$ cat src/rtl/vscale_htif_pcr_arbiter.sv
// Round-robin arbiter sharing the single vscale HTIF PCR port among NREQ requesters, one transaction in flight.
// Optional response watchdog is enabled by defining VSCALE_PCR_ARB_TIMEOUT_EN.
`ifndef HTIF_PCR_WIDTH
`define HTIF_PCR_WIDTH 64
`endif

module vscale_htif_pcr_arbiter #(
    parameter int NREQ   = 2,
    parameter int ADDR_W = 12,
    parameter int DATA_W = `HTIF_PCR_WIDTH
`ifdef VSCALE_PCR_ARB_TIMEOUT_EN
    , parameter int TIMEOUT_CYCLES = 256
`endif
) (
    input  logic                     clk,
    input  logic                     reset,
    input  logic [NREQ-1:0]          req_valid,
    output logic [NREQ-1:0]          req_ready,
    input  logic [NREQ-1:0]          req_rw,
    input  logic [NREQ*ADDR_W-1:0]   req_addr,
    input  logic [NREQ*DATA_W-1:0]   req_data,
    output logic [NREQ-1:0]          resp_valid,
    input  logic [NREQ-1:0]          resp_ready,
    output logic [DATA_W-1:0]        resp_data,
    output logic                     resp_err,
    output logic                     htif_pcr_req_valid,
    input  logic                     htif_pcr_req_ready,
    output logic                     htif_pcr_req_rw,
    output logic [ADDR_W-1:0]        htif_pcr_req_addr,
    output logic [DATA_W-1:0]        htif_pcr_req_data,
    input  logic                     htif_pcr_resp_valid,
    output logic                     htif_pcr_resp_ready,
    input  logic [DATA_W-1:0]        htif_pcr_resp_data
);

    localparam int PTR_W = (NREQ > 1) ? $clog2(NREQ) : 1;

    typedef enum logic [1:0] {S_IDLE, S_ISSUE, S_WAIT, S_DELIVER} state_t;

    state_t              state;
    logic [PTR_W-1:0]    rr_ptr;
    logic [PTR_W-1:0]    owner;
    logic [PTR_W-1:0]    grant_idx;
    logic                grant_found;
    logic                sel_rw;
    logic [ADDR_W-1:0]   sel_addr;
    logic [DATA_W-1:0]   sel_data;
    logic                lat_rw;
    logic [ADDR_W-1:0]   lat_addr;
    logic [DATA_W-1:0]   lat_data;
    logic                owner_done;

`ifdef VSCALE_PCR_ARB_TIMEOUT_EN
    localparam int CNT_W = $clog2(TIMEOUT_CYCLES + 1);
    logic [CNT_W-1:0]    wait_cnt;
    logic                err_q;
`endif

    // NOTE: every output of an always_comb block gets a default first, so no latch is inferred.
    always_comb begin
        grant_found = 1'b0;
        grant_idx   = '0;
        // Rotating priority: indices at or above rr_ptr first, then wrap to the low indices.
        for (int i = 0; i < NREQ; i++) begin
            if (!grant_found && req_valid[i] && (i >= int'(rr_ptr))) begin
                grant_found = 1'b1;
                grant_idx   = PTR_W'(i);
            end
        end
        for (int i = 0; i < NREQ; i++) begin
            if (!grant_found && req_valid[i]) begin
                grant_found = 1'b1;
                grant_idx   = PTR_W'(i);
            end
        end
    end

    always_comb begin
        sel_rw   = 1'b0;
        sel_addr = '0;
        sel_data = '0;
        for (int i = 0; i < NREQ; i++) begin
            if (int'(grant_idx) == i) begin
                sel_rw   = req_rw[i];
                sel_addr = req_addr[i*ADDR_W +: ADDR_W];
                sel_data = req_data[i*DATA_W +: DATA_W];
            end
        end
    end

    // req_ready is gated by reset so no grant is offered while the state is being cleared.
    always_comb begin
        req_ready  = '0;
        resp_valid = '0;
        for (int i = 0; i < NREQ; i++) begin
            req_ready[i]  = !reset && (state == S_IDLE) && grant_found && (int'(grant_idx) == i);
            resp_valid[i] = (state == S_DELIVER) && (int'(owner) == i);
        end
    end

    assign owner_done          = |(resp_valid & resp_ready);
    assign htif_pcr_req_valid  = (state == S_ISSUE);
    assign htif_pcr_req_rw     = lat_rw;
    assign htif_pcr_req_addr   = lat_addr;
    assign htif_pcr_req_data   = lat_data;
    assign htif_pcr_resp_ready = (state == S_WAIT);

`ifdef VSCALE_PCR_ARB_TIMEOUT_EN
    assign resp_err = err_q;
`else
    assign resp_err = 1'b0;
`endif

    // NOTE: state registers use non-blocking assignments so every flop samples pre-edge values.
    always_ff @(posedge clk or posedge reset) begin
        if (reset) begin
            state     <= S_IDLE;
            rr_ptr    <= '0;
            owner     <= '0;
            lat_rw    <= 1'b0;
            lat_addr  <= '0;
            lat_data  <= '0;
            resp_data <= '0;
`ifdef VSCALE_PCR_ARB_TIMEOUT_EN
            wait_cnt  <= '0;
            err_q     <= 1'b0;
`endif
        end else begin
            case (state)
                S_IDLE: begin
                    if (grant_found) begin
                        owner    <= grant_idx;
                        lat_rw   <= sel_rw;
                        lat_addr <= sel_addr;
                        lat_data <= sel_data;
                        rr_ptr   <= (int'(grant_idx) == NREQ - 1) ? '0 : grant_idx + 1'b1;
                        state    <= S_ISSUE;
                    end
                end
                S_ISSUE: begin
                    if (htif_pcr_req_ready) begin
                        state <= S_WAIT;
`ifdef VSCALE_PCR_ARB_TIMEOUT_EN
                        wait_cnt <= '0;
`endif
                    end
                end
                S_WAIT: begin
                    if (htif_pcr_resp_valid) begin
                        resp_data <= htif_pcr_resp_data;
                        state     <= S_DELIVER;
`ifdef VSCALE_PCR_ARB_TIMEOUT_EN
                        err_q     <= 1'b0;
                    end else if (int'(wait_cnt) == TIMEOUT_CYCLES - 1) begin
                        resp_data <= '0;
                        err_q     <= 1'b1;
                        state     <= S_DELIVER;
                    end else begin
                        wait_cnt  <= wait_cnt + 1'b1;
`endif
                    end
                end
                S_DELIVER: begin
                    if (owner_done) begin
                        state <= S_IDLE;
                    end
                end
                default: state <= S_IDLE;
            endcase
        end
    end

endmodule

$ cat config.mk
export PLATFORM = sky130hd
export DESIGN_NAME = vscale_htif_pcr_arbiter
export DESIGN_NICKNAME = d
export VERILOG_FILES = /design/src/rtl/vscale_htif_pcr_arbiter.sv
export SDC_FILE = /design/constraint.sdc
export NUM_CORES = 1
export LEC_CHECK = 0
export BUFFER_PORTS_ARGS = -buffer_cell sky130_fd_sc_hd__buf_2
export CORE_AREA = 2 2 145 147
export DETAILED_ROUTE_END_ITERATION = 10
export DIE_AREA = 0 0 147 149
export HOLD_SLACK_MARGIN = 0.02
export SETUP_SLACK_MARGIN = 0.15
export SLEW_MARGIN = 20
export SYNTH_ARGS = -nofsm -noshare
export SYNTH_HDL_FRONTEND = slang
export SYNTH_SLANG_ARGS = --single-unit
$ cat constraint.sdc
create_clock -name clk -period 10.35 [get_ports clk]
set_clock_uncertainty 0.15 [all_clocks]
set_input_delay 0.5175 -clock clk [delete_from_list [all_inputs] [get_ports clk]]
set_output_delay 0.5175 -clock clk [all_outputs]
set_load 0.1 [all_outputs]
==> reports/metrics.cfg <==
[clock_network]
numCtsBuffers=17
clk_pin_slew_ns=0.06
hold_buffers=0
max-clock-path-buffers=2
clock-sinks=145
cts_setup_buffers=0
clock_tree.root_cell=clkbuf_16
cts_tree=done
cts-htree-levels=4
cts_resized=0
clock_latency_ns=0.40

[final_layout]
diodes=0
area_growth_pct=46.8
nets=1024
final-seq-area_um2=3630
final_common_cell=buf_2
layout_common_cells=buf_2 (372), dfrtp_1 (145), inv_1 (84)
nFillCells=2032
drive_above_1_share_pct=59.4
multiInputGateArea_um2=1700

[route]
ant_nets=0
drc=0
vias=4983
vias_per_cell=4.61
wirelength_um=17700
first_pass_iters=9
wl_per_cell_um=16.4
drt_iter0_markers=336

[synthesis]
synth_warnings=0
synth_cell_type_count=19
synthCells=426
synth-seq-area-share_pct=62.9
synth.avg_cell_area_um2=13.5
synth_area_um2=5770
ys_seq_elements=145
synthesis.nets=657

[sta]
timing.hold.ws_ns=0.0443
min_period_over_period_pct=32.9
hold_viol=0
slew_headroom_pct=41.2
fin_setup_tns_ns=0
rsz0062_at_grt=false
slew_violations=0
fmax_ghz=0.294
layout_setup_ws_ns=6.95
min_period_ns=3.40
tightestPinTransition_ns=0.882
setup_viol=0

[placement]
gp_congestion=0.742
hpwl_um=12600
place_ws_ns=7.35
io_buffer_count=372

[global_routing]
grt-busiest-layer=met2
grt_max_degree=80
grt_pass1_vias=5072
grt_use_total_pct=15.5
grt_use_met3_pct=5.66
overflow=0
use_met1_pct=18.6
met2_usage_pct=26.6
antenna_found_initial=0
grt_pass1_wl_um=26600

[setup_path]
path_max_fanout=78
startpoint=state[0]$_DFFE_PP0P_
critPathCaptureType=primary output
cp-start-kind=register
crit_arrival_ns=2.73
crit_required_ns=9.68
reg2reg_depth=7
reg2reg_from=state[0]$_DFFE_PP0P_
worstSetupPathType=reg -> out

[status]
run_status=complete, no violations

[floorplan]
core-area_um2=20600
die_area_um2=21900
die_h_um=149
initial_core_util_pct=28.1
core.rowCount=53
die_width_um=147
io_pins=374

[job]
maxCapViolations=0

[hold_path]
hold_class=in -> async

==> worst paths after layout <==
kind	to	slack, ns
min in group clk	htif_pcr_req_data[7]$_DFFE_PP0P_	0.18
max reg2reg	htif_pcr_req_data[46]$_DFFE_PP0P_	8.02
min reg2reg	htif_pcr_req_addr[5]$_DFFE_PP0P_	0.33
max	req_ready[0]	6.95
min	resp_data[41]$_DFFE_PP0P_	0.04
max in group asynchronous	resp_data[61]$_DFFE_PP0P_	8.89
==> layout make-up <==
| type | instances | area share (%) |
|---|---|---|
| clock inverter | 13 | 1.24 |
| clock buffer | 19 | 5.11 |
| timing repair buffer | 379 | 22.8 |
| tap | 275 | 4.06 |
| inverter | 85 | 3.83 |
| sequential | 145 | 42.8 |
| multi-input combinational | 165 | 20.1 |
==> through the flow <==
step | cell area, um2 | std cells | util, %
after global placement | 7910 | 1048 | 38.5
after floorplan | 5770 | 426 | -
after detailed placement | 7910 | 1048 | 38.5
after global routing | 8470 | 1081 | 41.2
final | 8470 | 1081 | 41.2
after CTS | 8440 | 1080 | 41.1
==> cell families after synthesis <==
group,share of synthesized area [%]
flops,62.9
simple gates,0.716
buf+inv,8.09
fa+ha+maj,1.08
compound gates,14.3
other cells,0.0650
mux,12.9
==> registers in the layout, summed over array words and instances, names as in the netlist <==
name	flops
owner	1
rr_ptr	1
htif_pcr_req_data	64
htif_pcr_req_rw	1
htif_pcr_req_addr	12
resp_data	64
state	2
==> Yosys cell counts <==
| cell | count | area [um2] |
|---|---|---|
| ha_1 | 5 | 62.6 |
| buf_4 | 4 | 30.0 |
| dfrtp_1 | 145 | 3630 |
| nand2_1 | 4 | 15.0 |
| o21ai_1 | 1 | 5.00 |
| buf_2 | 13 | 65.1 |
| nand2b_1 | 1 | 6.26 |
| a21o_1 | 1 | 7.51 |
| a21oi_1 | 1 | 5.00 |
| conb_1 | 1 | 3.75 |
| mux2_2 | 65 | 732 |
| nor2_1 | 2 | 7.51 |
| mux2i_1 | 1 | 10.0 |
| o221ai_1 | 1 | 8.76 |
| a21oi_2 | 2 | 17.5 |
| a222oi_1 | 78 | 781 |
| clkbuf_1 | 14 | 52.6 |
| inv_1 | 85 | 319 |
| and2_1 | 2 | 12.5 |
==> critical path, stage by stage (launching register included) <==
cell and delay, ns:
dfrtp_1 0.40, inv_1 0.13, ha_1 0.27, nand2_1 0.11
a21oi_4 0.11, buf_4 0.65, and2_1 0.21, buf_2 0.43
==> routing by layer <==
metal	part of all wire (%)	wire [um]
met5	0	0
met2	48	8580
met3	9.5	1690
met1	41	7270
met4	0.93	165
Power is left out: the tool's default activity adds up to more than one toggle a clock period on the data nets, which glitch-free logic cannot reach.
